## src/rtl/stopwatch_pkg.sv

```systemverilog
// Shared definitions for the mm:ss stopwatch: FSM state encoding and default tick rate.
package stopwatch_pkg;

  localparam int STATE_W          = 2;
  localparam int TICK_DIV_DEFAULT = 100_000_000;

  typedef enum logic [STATE_W-1:0] {
    IDLE     = 2'd0,
    STOP     = 2'd1,
    COUNTING = 2'd2,
    LAP      = 2'd3
  } sw_state_e;

endpackage

```

## src/rtl/bcd60_counter.sv

```systemverilog
// Two-digit BCD modulo-60 counter; carry is high on the enabled 59 -> 00 wrap.
module bcd60_counter (
  input  logic       clk,
  input  logic       rst,
  input  logic       clr,
  input  logic       en,
  output logic [3:0] tens,
  output logic [3:0] ones,
  output logic       carry
);

  logic [3:0] tens_q, tens_d;
  logic [3:0] ones_q, ones_d;

  // Digit wrap uses >= so a corrupted digit recovers on its next increment.
  always_comb begin
    tens_d = tens_q;
    ones_d = ones_q;
    carry  = 1'b0;
    if (clr) begin
      tens_d = 4'd0;
      ones_d = 4'd0;
    end else if (en) begin
      if (ones_q >= 4'd9) begin
        ones_d = 4'd0;
        if (tens_q >= 4'd5) begin
          tens_d = 4'd0;
          carry  = 1'b1;
        end else begin
          tens_d = tens_q + 4'd1;
        end
      end else begin
        ones_d = ones_q + 4'd1;
      end
    end else begin
      tens_d = tens_q;
      ones_d = ones_q;
    end
  end

  always_ff @(posedge clk) begin
    if (rst) begin
      tens_q <= 4'd0;
      ones_q <= 4'd0;
    end else begin
      tens_q <= tens_d;
      ones_q <= ones_d;
    end
  end

  assign tens = tens_q;
  assign ones = ones_q;

endmodule

```

## src/rtl/stopwatch_ctrl.sv

```systemverilog
// Stopwatch controller: button edge detect, run/stop/lap FSM, tick divider,
// lap snapshot and registered BCD mm:ss display.
module stopwatch_ctrl
  import stopwatch_pkg::*;
#(
  parameter int TICK_DIV = TICK_DIV_DEFAULT
) (
  input  logic       clk,
  input  logic       rst,
  input  logic       btn_start,
  input  logic       btn_lap,
  output logic [1:0] state,
  output logic       running,
  output logic [3:0] min_tens,
  output logic [3:0] min_ones,
  output logic [3:0] sec_tens,
  output logic [3:0] sec_ones,
  output logic       overflow
);

  localparam int                DIV_W   = (TICK_DIV > 2) ? $clog2(TICK_DIV) : 1;
  localparam logic [DIV_W-1:0]  DIV_MAX = DIV_W'(TICK_DIV - 1);

  sw_state_e        state_q, state_d;
  logic [DIV_W-1:0] div_q, div_d;
  logic             btn_start_q, btn_lap_q;
  logic [15:0]      snap_q, snap_d;
  logic [15:0]      disp_q, disp_d;
  logic             overflow_q;

  logic             start_pls_s, lap_pls_s, tick_s, time_clr_s;
  logic             sec_carry_s, min_carry_s;
  logic [3:0]       sec_tens_s, sec_ones_s, min_tens_s, min_ones_s;
  logic [15:0]      live_s;

  // Start has priority, so a simultaneous lap press is dropped here.
  assign start_pls_s = btn_start & ~btn_start_q;
  assign lap_pls_s   = btn_lap & ~btn_lap_q & ~start_pls_s;
  assign running     = (state_q == COUNTING) || (state_q == LAP);
  assign time_clr_s  = (state_q == STOP) && lap_pls_s;
  assign live_s      = {min_tens_s, min_ones_s, sec_tens_s, sec_ones_s};

  always_comb begin
    state_d = state_q;
    case (state_q)
      IDLE: begin
        if (start_pls_s) state_d = COUNTING;
        else             state_d = IDLE;
      end
      COUNTING: begin
        if (start_pls_s)    state_d = STOP;
        else if (lap_pls_s) state_d = LAP;
        else                state_d = COUNTING;
      end
      LAP: begin
        if (start_pls_s)    state_d = STOP;
        else if (lap_pls_s) state_d = COUNTING;
        else                state_d = LAP;
      end
      STOP: begin
        if (start_pls_s)    state_d = COUNTING;
        else if (lap_pls_s) state_d = IDLE;
        else                state_d = STOP;
      end
      default: state_d = IDLE;
    endcase
  end

  always_comb begin
    div_d  = div_q;
    tick_s = 1'b0;
    if (time_clr_s) begin
      div_d = {DIV_W{1'b0}};
    end else if (running) begin
      if (div_q == DIV_MAX) begin
        tick_s = 1'b1;
        div_d  = {DIV_W{1'b0}};
      end else begin
        div_d = div_q + DIV_W'(1);
      end
    end else if (state_q == IDLE) begin
      div_d = {DIV_W{1'b0}};
    end else begin
      div_d = div_q;
    end
  end

  // Snapshot takes the pre-edge live time; the display lags the state by one cycle.
  always_comb begin
    snap_d = snap_q;
    if (time_clr_s) begin
      snap_d = 16'd0;
    end else if ((state_q == COUNTING) && lap_pls_s) begin
      snap_d = live_s;
    end else begin
      snap_d = snap_q;
    end
    if (state_q == LAP) disp_d = snap_q;
    else                disp_d = live_s;
  end

  always_ff @(posedge clk) begin
    if (rst) begin
      state_q     <= IDLE;
      div_q       <= {DIV_W{1'b0}};
      btn_start_q <= 1'b1;
      btn_lap_q   <= 1'b1;
      snap_q      <= 16'd0;
      disp_q      <= 16'd0;
      overflow_q  <= 1'b0;
    end else begin
      state_q     <= state_d;
      div_q       <= div_d;
      btn_start_q <= btn_start;
      btn_lap_q   <= btn_lap;
      snap_q      <= snap_d;
      disp_q      <= disp_d;
      overflow_q  <= min_carry_s;
    end
  end

  bcd60_counter u_sec (
    .clk   (clk),
    .rst   (rst),
    .clr   (time_clr_s),
    .en    (tick_s),
    .tens  (sec_tens_s),
    .ones  (sec_ones_s),
    .carry (sec_carry_s)
  );

  bcd60_counter u_min (
    .clk   (clk),
    .rst   (rst),
    .clr   (time_clr_s),
    .en    (sec_carry_s),
    .tens  (min_tens_s),
    .ones  (min_ones_s),
    .carry (min_carry_s)
  );

  assign state    = state_q;
  assign min_tens = disp_q[15:12];
  assign min_ones = disp_q[11:8];
  assign sec_tens = disp_q[7:4];
  assign sec_ones = disp_q[3:0];
  assign overflow = overflow_q;

endmodule

```

## config.mk

```make
export PLATFORM = sky130hd
export DESIGN_NAME = stopwatch_ctrl
export DESIGN_NICKNAME = d
export VERILOG_FILES = /design/src/rtl/stopwatch_pkg.sv /design/src/rtl/bcd60_counter.sv /design/src/rtl/stopwatch_ctrl.sv
export SDC_FILE = /design/constraint.sdc
export NUM_CORES = 1
export LEC_CHECK = 0
export CORE_UTILIZATION = 50
export DETAILED_ROUTE_END_ITERATION = 7
export GPL_TIMING_DRIVEN = 0
export PLACE_DENSITY_LB_ADDON = 0.3
export SLEW_MARGIN = 25
export SYNTH_ARGS = -nofsm -noshare
export SYNTH_HDL_FRONTEND = slang
export SYNTH_SLANG_ARGS = --single-unit
```

## constraint.sdc

```tcl
create_clock -name clk -period 3.4 [get_ports clk]
set_input_delay 0.34 -clock clk [delete_from_list [all_inputs] [get_ports clk]]
set_output_delay 0.34 -clock clk [all_outputs]
set_load 0.05 [all_outputs]
```

==> summary.md <==
| Metric | Value |
|---|---|
| Wirelength per Cell | approximately 15 um |
| Most common cell in the netlist | dfxtp_1 |
| Critical Path RT | approximately 3.1 ns |
| Setup Skew | ~0.011 ns |
| Gpl congestion | between 0.9 and 1 |
| Crit path buf inv count | 3 |
| Share of the yosys chip area belonging to registers | between 40% and 50% |
| Peak supply drop | approximately 220 uV |
| DRT antenna net count | 0 |
| Final Hold Vio Count | 0 |
| Simple-Gate Fraction of Synth Area | between 20% and 30% |
| Post-synth cell types | 50 |
| CP Max Fanout | 10 |
| GRT Total Usage | 23.8% |
| CP peak stage delay | 0.81 ns |
| Crit-path slowest cell | clkdlybuf4s50_1 |
| Post-Synthesis Cells | around 460 |
| Worst-path clk slew | ~0.09 ns |
| Die area | ~0.0079 mm2 |
| CTS root buf | clkbuf_8 |
| Synth top area share | 42.5% |
| Reg2reg path depth | 8 |
| Initial Util | between 50% and 60% |
| Non-Filler Instances | between 500 and 600 |
| Clk_lat worst skew | roughly 0.36 ns |
| Initial antenna violation count | 0 |
| Worst path depth | 3 |
| Async S/R FF share, synth | 0% |
| Final Total Pwr | approximately 0.0017 W |
| Fraction of the mapped netlist area in adder cells | under 10% |
| Post-synth top area cell | dfxtp_1 |
| RSZ-0062 raised after global routing | false |
| Fin nets | roughly 510 |
| Cells after DPL | a little under 600 |
| Post-synthesis mux area share | slightly above 5% |
| Antenna cells | 0 |
| Cell Pwr Density | roughly 400 mW/mm2 |
| Final period utilization | about 75% |
| Share of cells above drive strength 1 | 5.20% |
| I/O Pins | 24 |
| # resized after CTS | 0 |
| Tightest Pin Transition | roughly 0.8 ns |
| Cell area after synthesis | roughly 0.0038 mm2 |
| Die width | around 90 um |
| Setup Viol. Count Final | 0 |
| Endpoint class of the critical path | output port |
| Status | finished clean |
| Area contributors post-synth | dfxtp_1, nand2_1, a21oi_1 |
| DR DRC count | 0 |
| Floorplan Core Area | ~0.0073 mm2 |
| Num rows | 31 |
| Crit path launch type | register |
| Hold WS | ~0.45 ns |
| XOR/XNOR Fraction of Synth Area | less than 1% |
| Buffers on Ports | 23 |
| Top_reg_cell synth | dfxtp_1 |
| DRT Wirelength | ~8800 um |
| Relative slew slack | between 40% and 50% |
| Post-CTS setup buffers | 0 |
| Post-CTS Hold Fix Bufs | 0 |
| H-tree levels | 3 |
| Final Max Tran Viols | 0 |
| Worst path top cell family by delay | buffers and inverters |
| Max Cap Viol | 0 |
| Syn Nets | about 480 |
| Setup TNS | 0 ns |
| FF+latch count, synth | 80 |
| Setup Crit Path Kind | register to output port |
| Static leakage | between 1.5 and 2 nW |
| EDFF count, synth | 0 |
| HPWL after DPL | a little over 6000 um |
| Most used cell, CP | clkbuf_1 |
| Post-synth top cells | dfxtp_1, nand2_1, a21oi_1 |
| CTS tree | built |
| CP Data Arrival Time | about 2.2 ns |
| CP cell instances | clkbuf_1 -> clkbuf_1 -> clkdlybuf4s50_1 |
| Vias per cell | 5.80 |
| Fin crit period | roughly 2.5 ns |
| Worst Hold Class | register to register |
| CTS buffer count | 9 |
| Total grt overflow | 0 |
| Synth-to-Final Area Change | 14.9% |
| Vias in the first global route | roughly 3000 |
| Fmax | a little under 400 MHz |
| TritonRoute pass-1 iters | 5 |
| Synth warn | 0 |
| Deepest clock path buffer count | 2 |
| Post-synthesis compound-gate area fraction | around 16% |
| Largest family of logic cells by synthesized area | simple AND/OR/NAND/NOR gates |
| Via count | 3475 |
| Hold path depth | 2 |
| Largest net degree at the start of global routing | 15 |
| CTS sink count | 80 |
| Die H | roughly 89 um |
| First-pass GRT wire length | approximately 14000 um |
| 1st-iter DRT viols | 220 |
| Syn Area/Cell | 8.17 um2 |
==> placed cells by master (no fill, tap or decap), types with 4 or more instances in the layout <==
master / Yosys / routed
dfxtp_1: 80 / 80
nand2_1: 72 / 72
a21oi_1: 45 / 45
nor2_1: 38 / 38
clkdlybuf4s50_1: 0 / 23
nand3_1: 22 / 22
clkbuf_1: 20 / 21
a31oi_1: 18 / 18
mux2i_1: 18 / 18
o21ai_0: 16 / 16
inv_1: 15 / 15
ha_1: 13 / 13
nand4_1: 11 / 11
clkbuf_8: 0 / 10
and3_1: 9 / 9
nor4_1: 8 / 8
nand2b_1: 7 / 7
or4_1: 6 / 6
and4_1: 4 / 4
nor2b_1: 4 / 4
nor3_1: 4 / 4
or3_1: 4 / 4
==> logic make-up after synthesis <==
family                   after synthesis
buffers and inverters                 39
AO/OA/AOI/OAI                        101
XOR/XNOR                               2
flip-flops                            80
multiplexers                          19
AND/OR/NAND/NOR                      207
adder cells (fa/ha/maj)               13
==> flip-flops by register name, summed over array words and instances, names as in the netlist <==
signal / flops
u_sec.ones: 4
disp_q: 16
state: 2
u_min.tens: 4
u_min.ones: 4
snap_q: 16
u_sec.tens: 4
btn_lap_q: 1
div_q: 27
btn_start_q: 1
overflow: 1
==> power breakdown <==
| part | total (W) | switching [W] | internal (W) |
|---|---|---|---|
| sequential | 0.000942 | 0.00000345 | 0.000939 |
| combinational | 0.0000596 | 0.0000421 | 0.0000175 |
| clock | 0.000733 | 0.000367 | 0.000366 |
| total | 0.00174 | 0.000413 | 0.00132 |
==> cell type report <==
type,count,area (um2)
Clock inverter,5,65.1
Inverter,15,56.3
Tap cell,99,124
Buffer,24,93.8
Timing Repair Buffer,23,230
Clock buffer,11,141
Sequential cell,80,1600
Multi-Input combinational cell,342,2020
Fill cell,675,2930
==> routing by layer <==
metal  global-route usage, %  part of all wire, %
met5                       0                    0
met4                    9.38                  1.8
met3                    4.94                  5.0
met2                    37.9                   45
met1                    31.5                   49
==> per-stage QoR <==
| step | instance area [um2] | util, % | setup slack (ns) |
|---|---|---|---|
| final | 4330 | 59.7 | 0.855 |
| after detailed placement | 4120 | 56.8 | 0.873 |
| after CTS | 4330 | 59.7 | 0.849 |
| after floorplan | 3770 | - | 1.24 |
| after global placement | 4120 | 56.8 | 0.916 |
| after global routing | 4330 | 59.7 | 0.690 |
==> final timing paths <==
check	startpoint	end	slack [ns]
setup / recovery	state[1]	running	0.86
hold / removal	snap_q[9]	disp_q[9]	0.45
setup reg to reg	u_sec.ones[1]	u_min.ones[3]	0.88
hold reg to reg	snap_q[9]	disp_q[9]	0.45
==> worst register-to-register path, cell delays in order, from the launching register on <==
cell      delay (ns)
dfxtp_1         0.43
inv_1           0.09
ha_1            0.18
o31ai_1         0.62
or4_1           0.21
buf_2           0.19
clkbuf_1        0.39
nor3_1          0.10
o211a_1         0.22
Power figures use the tool's default switching activity.
